--- config.mk ---
export PLATFORM = sky130hd
export DESIGN_NAME = pe3_feeder
export DESIGN_NICKNAME = d
export VERILOG_FILES = /design/src/rtl/pe3_feeder.sv
export SDC_FILE = /design/constraint.sdc
export NUM_CORES = 2
export LEC_CHECK = 0
export BUFFER_PORTS_ARGS = -buffer_cell sky130_fd_sc_hd__buf_4
export CAP_MARGIN = 20
export CORE_AREA = 2 2 380 382
export CTS_BUF_LIST = sky130_fd_sc_hd__clkbuf_4
export CTS_CLUSTER_DIAMETER = 50
export DETAILED_ROUTE_END_ITERATION = 8
export DIE_AREA = 0 0 382 384
export PLACE_DENSITY = 0.65
export SLEW_MARGIN = 20
export SYNTH_ARGS = -nofsm -noshare
export SYNTH_HDL_FRONTEND = slang
export SYNTH_SLANG_ARGS = --single-unit
--- constraint.sdc ---
create_clock -name clk -period 9 [get_ports clk]
set_clock_uncertainty 0.2 [all_clocks]
set_input_delay 0.45 -clock clk [delete_from_list [all_inputs] [get_ports clk]]
set_output_delay 0.45 -clock clk [all_outputs]
set_load 0.03 [all_outputs]
--- src/rtl/pe3_feeder.sv ---
// Feeds a 3-row PE array: serial 3x3 kernel load, then skewed row issue per accepted window.
// Optional build macro PE3_FEEDER_OUTREG_EN adds one register stage on out_valid/out_data.
module pe3_feeder #(
  parameter int EXPONENT = 8,
  parameter int MANTISSA = 23,
  parameter int ROW_LAT  = 4
) (
  input  logic                                   clk,
  input  logic                                   rst_n,
  input  logic                                   ker_valid,
  input  logic [EXPONENT+MANTISSA:0]             ker_data,
  output logic                                   ker_ready,
  input  logic                                   ker_reload,
  input  logic                                   win_valid,
  input  logic [9*(1+EXPONENT+MANTISSA)-1:0]     win_data,
  output logic                                   win_ready,
  output logic                                   pe3_array0_valid,
  output logic [3*(1+EXPONENT+MANTISSA)-1:0]     pe3_array0_data3,
  output logic [3*(1+EXPONENT+MANTISSA)-1:0]     pe3_array0_ker3,
  output logic                                   pe3_array1_valid,
  output logic [3*(1+EXPONENT+MANTISSA)-1:0]     pe3_array1_data3,
  output logic [3*(1+EXPONENT+MANTISSA)-1:0]     pe3_array1_ker3,
  output logic                                   pe3_array2_valid,
  output logic [3*(1+EXPONENT+MANTISSA)-1:0]     pe3_array2_data3,
  output logic [3*(1+EXPONENT+MANTISSA)-1:0]     pe3_array2_ker3,
  input  logic [EXPONENT+MANTISSA:0]             pe3_o,
  output logic                                   out_valid,
  output logic [EXPONENT+MANTISSA:0]             out_data,
  output logic                                   busy
);

  localparam int W  = 1 + EXPONENT + MANTISSA;
  localparam int L1 = ROW_LAT;
  localparam int L2 = 2 * ROW_LAT;
  localparam int CW = $clog2(3 * ROW_LAT + 4) + 1;
  localparam logic [CW-1:0] CNT_ONE  = CW'(1);
  localparam logic [CW-1:0] CNT_ZERO = CW'(0);

  typedef enum logic [1:0] {
    ST_LOAD  = 2'd0,
    ST_RUN   = 2'd1,
    ST_DRAIN = 2'd2
  } state_t;

  state_t          state_r;
  state_t          state_s;
  logic [3:0]      kcnt_r;
  logic [1:0]      kr_s;
  logic [1:0]      kc_s;
  logic            ker_fire_s;
  logic            win_fire_s;
  logic            strobe_s;
  logic [CW-1:0]   cnt_r;
  logic [CW-1:0]   cnt_s;
  logic [3*W-1:0]  ker_row_r [3];

  logic            v1_line_r [L1];
  logic [3*W-1:0]  d1_line_r [L1];
  logic            v2_line_r [L2];
  logic [3*W-1:0]  d2_line_r [L2];
  logic            vo_line_r [L1];

  assign ker_fire_s = ker_valid && (state_r == ST_LOAD);
  assign win_fire_s = win_valid && (state_r == ST_RUN) && !ker_reload;
  assign kr_s       = 2'(kcnt_r / 4'd3);
  assign kc_s       = 2'(kcnt_r % 4'd3);

  assign pe3_array0_ker3 = ker_row_r[0];
  assign pe3_array1_ker3 = ker_row_r[1];
  assign pe3_array2_ker3 = ker_row_r[2];

  // Next-state and handshake readiness
  always_comb begin
    state_s   = state_r;
    ker_ready = 1'b0;
    win_ready = 1'b0;
    case (state_r)
      ST_LOAD: begin
        ker_ready = 1'b1;
        if (ker_fire_s && (kcnt_r == 4'd8)) begin
          state_s = ST_RUN;
        end else begin
          state_s = ST_LOAD;
        end
      end
      ST_RUN: begin
        win_ready = !ker_reload;
        if (ker_reload) begin
          state_s = ST_DRAIN;
        end else begin
          state_s = ST_RUN;
        end
      end
      ST_DRAIN: begin
        if (cnt_r == CNT_ZERO) begin
          state_s = ST_LOAD;
        end else begin
          state_s = ST_DRAIN;
        end
      end
      default: begin
        state_s = ST_LOAD;
      end
    endcase
  end

  // In-flight count; simultaneous accept and retire cancel out
  always_comb begin
    cnt_s = cnt_r;
    if (win_fire_s && !strobe_s) begin
      cnt_s = cnt_r + CNT_ONE;
    end else if (!win_fire_s && strobe_s) begin
      cnt_s = cnt_r - CNT_ONE;
    end else begin
      cnt_s = cnt_r;
    end
  end

  // State, counters and busy flag
  always_ff @(posedge clk or negedge rst_n) begin
    if (!rst_n) begin
      state_r <= ST_LOAD;
      cnt_r   <= CNT_ZERO;
      busy    <= 1'b0;
    end else begin
      state_r <= state_s;
      cnt_r   <= cnt_s;
      busy    <= (cnt_s != CNT_ZERO);
    end
  end

  // Kernel word capture; row k/3, slot k%3
  always_ff @(posedge clk or negedge rst_n) begin
    if (!rst_n) begin
      kcnt_r <= 4'd0;
      for (int r = 0; r < 3; r++) begin
        ker_row_r[r] <= {(3*W){1'b0}};
      end
    end else if (ker_fire_s) begin
      ker_row_r[kr_s][kc_s*W +: W] <= ker_data;
      kcnt_r <= (kcnt_r == 4'd8) ? 4'd0 : kcnt_r + 4'd1;
    end else begin
      kcnt_r <= kcnt_r;
    end
  end

  // Row 0 issues directly; rows 1 and 2 ride delay lines of ROW_LAT and 2*ROW_LAT
  always_ff @(posedge clk or negedge rst_n) begin
    if (!rst_n) begin
      for (int i = 0; i < L1; i++) begin
        v1_line_r[i] <= 1'b0;
        d1_line_r[i] <= {(3*W){1'b0}};
        vo_line_r[i] <= 1'b0;
      end
      for (int i = 0; i < L2; i++) begin
        v2_line_r[i] <= 1'b0;
        d2_line_r[i] <= {(3*W){1'b0}};
      end
    end else begin
      v1_line_r[0] <= win_fire_s;
      v2_line_r[0] <= win_fire_s;
      vo_line_r[0] <= pe3_array2_valid;
      if (win_fire_s) begin
        d1_line_r[0] <= win_data[3*W +: 3*W];
        d2_line_r[0] <= win_data[6*W +: 3*W];
      end else begin
        d1_line_r[0] <= d1_line_r[0];
        d2_line_r[0] <= d2_line_r[0];
      end
      for (int i = 1; i < L1; i++) begin
        v1_line_r[i] <= v1_line_r[i-1];
        d1_line_r[i] <= d1_line_r[i-1];
        vo_line_r[i] <= vo_line_r[i-1];
      end
      for (int i = 1; i < L2; i++) begin
        v2_line_r[i] <= v2_line_r[i-1];
        d2_line_r[i] <= d2_line_r[i-1];
      end
    end
  end

  // Array-facing registers; data3 holds the last issued row between valids
  always_ff @(posedge clk or negedge rst_n) begin
    if (!rst_n) begin
      pe3_array0_valid <= 1'b0;
      pe3_array1_valid <= 1'b0;
      pe3_array2_valid <= 1'b0;
      pe3_array0_data3 <= {(3*W){1'b0}};
      pe3_array1_data3 <= {(3*W){1'b0}};
      pe3_array2_data3 <= {(3*W){1'b0}};
    end else begin
      pe3_array0_valid <= win_fire_s;
      pe3_array1_valid <= v1_line_r[L1-1];
      pe3_array2_valid <= v2_line_r[L2-1];
      if (win_fire_s) begin
        pe3_array0_data3 <= win_data[0 +: 3*W];
      end else begin
        pe3_array0_data3 <= pe3_array0_data3;
      end
      if (v1_line_r[L1-1]) begin
        pe3_array1_data3 <= d1_line_r[L1-1];
      end else begin
        pe3_array1_data3 <= pe3_array1_data3;
      end
      if (v2_line_r[L2-1]) begin
        pe3_array2_data3 <= d2_line_r[L2-1];
      end else begin
        pe3_array2_data3 <= pe3_array2_data3;
      end
    end
  end

`ifdef PE3_FEEDER_OUTREG_EN
  // Registered result strobe; retirement counts on this delayed strobe
  always_ff @(posedge clk or negedge rst_n) begin
    if (!rst_n) begin
      out_valid <= 1'b0;
      out_data  <= {W{1'b0}};
    end else begin
      out_valid <= vo_line_r[L1-1];
      if (vo_line_r[L1-1]) begin
        out_data <= pe3_o;
      end else begin
        out_data <= out_data;
      end
    end
  end
  assign strobe_s = out_valid;
`else
  assign out_valid = vo_line_r[L1-1];
  assign out_data  = vo_line_r[L1-1] ? pe3_o : {W{1'b0}};
  assign strobe_s  = vo_line_r[L1-1];
`endif

endmodule

==> results.yml <==
synthesis:
  yosysUniqueCellTypes: 41
  synth-edff-count: 0
  synth_warnings: 0
  synthArstFlopShare_pct: 100.0
  synth_nets: 4391
  synthesis.area_mm2: 0.05473
  syn_area_per_cell_um2: 13.61
  syn_inst: 4022
  ys_ff_latch: 1753
  synth_ff_type: "dfrtp_1"
  ys_seq_area_share_pct: 80.15
timing:
  period_minus_slack_ns: 5.847
  worst_slew_pin_slew_ns: 1.139
  setup_tns_ns: 0
  rsz0062_at_grt: "false"
  slew_headroom_pct: 23.89
  min_period_over_period_pct: 64.97
  clock.fmax_ghz: 0.1710
  drv_slew: 0
  setup_violations: 0
  hold_viol: 0
floorplan:
  die_w_um: 382
  dieArea_mm2: 0.1467
  start_util_pct: 38.33
  num_io_pins: 972
  num_rows: 139
  core_mm2: 0.1428
  dieHeight_um: 384
power_and_ir_drop:
  vdd_drop_max_uv: 261.4
  powerDensity_mw_per_mm2: 279.5
  cellLeakagePower_nw: 40.17
clock_network:
  cts_tree: "done"
  clockBufferDepth: 4
  cts_hold_repair.buffers: 850
  cts_made_buffers: 443
  post_cts_buffers: 0
  cts.sink_count: 1753
  cts_resized: 0
  clockRootBuffer: "clkbuf_4"
  clk_pin_slew_ns: 0.06
  h-tree-depth: 5
  clk-insertion-delay-late_ns: 1.28
cells_and_area:
  nFillCells: 11620
  drive_gt1_share_pct: 29.34
  syn2layout_area_growth_pct: 42.32
  final_common_cell: "dfrtp_1"
  layout.nets: 6480
  stdcell_count: 8319
  final_cell_mix: "dfrtp_1 (1750), nand2_1 (1450), buf_4 (990)"
global_routing:
  antenna_found_initial: 20
  track_usage_pct: 22.78
  grt_max_degree: 200
  grt_pass1_wl_mm: 249.7
  overflow: 0
  grt_pass1_vias: 41200
critical_path:
  cp-end-kind: "flop"
  reg2regPathDepth: 15
  r2r_slack_ns: 3.15
  r2r_start: "kcnt_r[0]"
  r2r-end: "pe3_array2_ker3[2]"
  cp-start-kind: "flop"
  arrival_ns: 6.74
  required_ns: 9.89
  cp_max_fo: 40
  crit_type: "reg2reg"
placed_design:
  routabilityCongestion: 0.9061
  placement.io_buffers: 971
  dpl.cell_count: 6716
  dp_hpwl_mm: 104.8
detailed_routing:
  drtPass1Iterations: 6
  route.detailed.drc: 0
  vias_per_cell: 4.605
  vias: 38310
  wl_per_cell_um: 20.04
  routed_wl_mm: 166.7
  detail_route.iter0.violations: 2361
  detail-route-antenna-nets: 0
worst_hold_path:
  min_path_cells: 0
  hp-class: "reg2reg"
  hold_path_end: "d1_line_r[147]"
  min_from: "d1_line_r[243]"
job:
  drv_cap: 0
status:
  status: "finished, final reports clean"
==> how the worst max path moves through the flow <==
stage / end / slack (ns) / start
finish: pe3_array2_ker3[2] / 3.15 / kcnt_r[0]
global route: pe3_array2_ker3[3] / 2.53 / kcnt_r[0]
CTS: pe3_array2_ker3[2] / 2.99 / kcnt_r[0]
detailed placement: pe3_array2_ker3[6] / 3.13 / kcnt_r[0]
global placement: pe3_array2_ker3[20] / 3.15 / kcnt_r[0]
floorplan: pe3_array1_ker3[32] / 4.87 / kcnt_r[3]
==> per-stage QoR <==
stage | setup WS (ns) | instance area [um^2] | total power, mW | util (%) | hold slack (ns)
CTS | 2.991 | 77750 | 21.94 | 54.45 | 0.01856
global placement | 3.152 | 64050 | 15.14 | 44.85 | 0.1310
detailed placement | 3.135 | 64100 | 15.32 | 44.89 | 0.1347
global route | 2.533 | 77870 | 23.01 | 54.54 | 0.03742
floorplan | 4.871 | 54730 | 13.00 | - | -0.04559
finish | 3.153 | 77900 | 21.77 | 54.56 | 0.04142
==> per-layer routing <==
| layer | share of wire, % | GRT usage [%] | vias to the layer above |
|---|---|---|---|
| met2 | 48 | 36.77 | 1571 |
| li1 | - | - | 17160 |
| met1 | 37 | 26.16 | 19080 |
| met5 | 0 | 0 | - |
| met4 | 7.2 | 15.62 | 0 |
| met3 | 7.5 | 6.849 | 493 |
==> layout make-up <==
type	count	area [um^2]	area share, %
Tap cell	1903	2381	3.057
Clock inverter	103	442.9	0.5686
Antenna cell	25	62.56	0.08031
Multi-Input combinational cell	2047	10110	12.98
Timing Repair Buffer	1855	16300	20.93
Sequential cell	1753	43880	56.32
Clock buffer	622	4669	5.994
Inverter	11	48.80	0.06264
==> power by group <==
group	switching [mW]	total (mW)	internal (mW)	leakage, nW
Sequential	0.749	10.5	9.79	24.0
Clock	3.02	6.20	3.17	3.07
Combinational	3.39	5.03	1.65	13.1
==> critical path: stages (launching register included) <==
cell	delay [ns]
dfrtp_1	0.56
inv_1	0.25
ha_1	0.27
nand3b_1	0.18
nand2_1	0.10
xnor2_1	0.15
ha_1	0.27
nor4b_4	0.54
a21oi_4	0.15
mux2i_1	0.39
ha_1	0.45
nand3b_1	0.20
nor2_4	0.76
mux2i_4	0.47
buf_4	0.44
o21ai_0	0.23
==> cells by family after synthesis <==
| group | count (synthesis) | share of synthesized area, % |
|---|---|---|
| simple gates | 1525 | 10.89 |
| flops | 1753 | 80.15 |
| compound gates | 304 | 2.848 |
| buf+inv | 222 | 1.584 |
| mux | 199 | 4.149 |
| fa+ha+maj | 12 | 0.2743 |
| xor+xnor | 7 | 0.1120 |
==> state kept, by name, summed over array words and instances, names as in the netlist, 2 cells and up <==
register and cells:
state_r 2, pe3_array2_ker3 96, vo_line_r 3, d2_line_r 768, pe3_array0_ker3 96, d1_line_r 384
kcnt_r 4, pe3_array1_data3 96, pe3_array2_data3 96, v2_line_r 6, cnt_r 5, pe3_array1_ker3 96
pe3_array0_data3 96
==> cells in the mapped netlist, types with 2 or more instances <==
cell,n,area share (%)
or2_2,3,0.034
nor4b_4,2,0.087
mux2_2,193,4.0
buf_1,10,0.069
and2_1,32,0.37
nand2b_1,2,0.023
o21ai_1,53,0.48
nand2_1,1450,9.9
dfrtp_1,1753,80
nor2_1,9,0.062
mux2i_1,3,0.055
nor2b_1,3,0.034
a21oi_1,2,0.018
buf_2,21,0.19
and2b_1,2,0.027
o21ai_0,242,2.2
xnor2_1,5,0.080
ha_1,12,0.27
nor4b_1,2,0.032
clkbuf_2,6,0.055
inv_1,10,0.069
clkbuf_1,174,1.2
nand3b_1,4,0.055
xor2_1,2,0.032
nor3b_1,2,0.027
mux2i_4,3,0.12
nand3_1,8,0.073
Power figures use the tool's default switching activity.
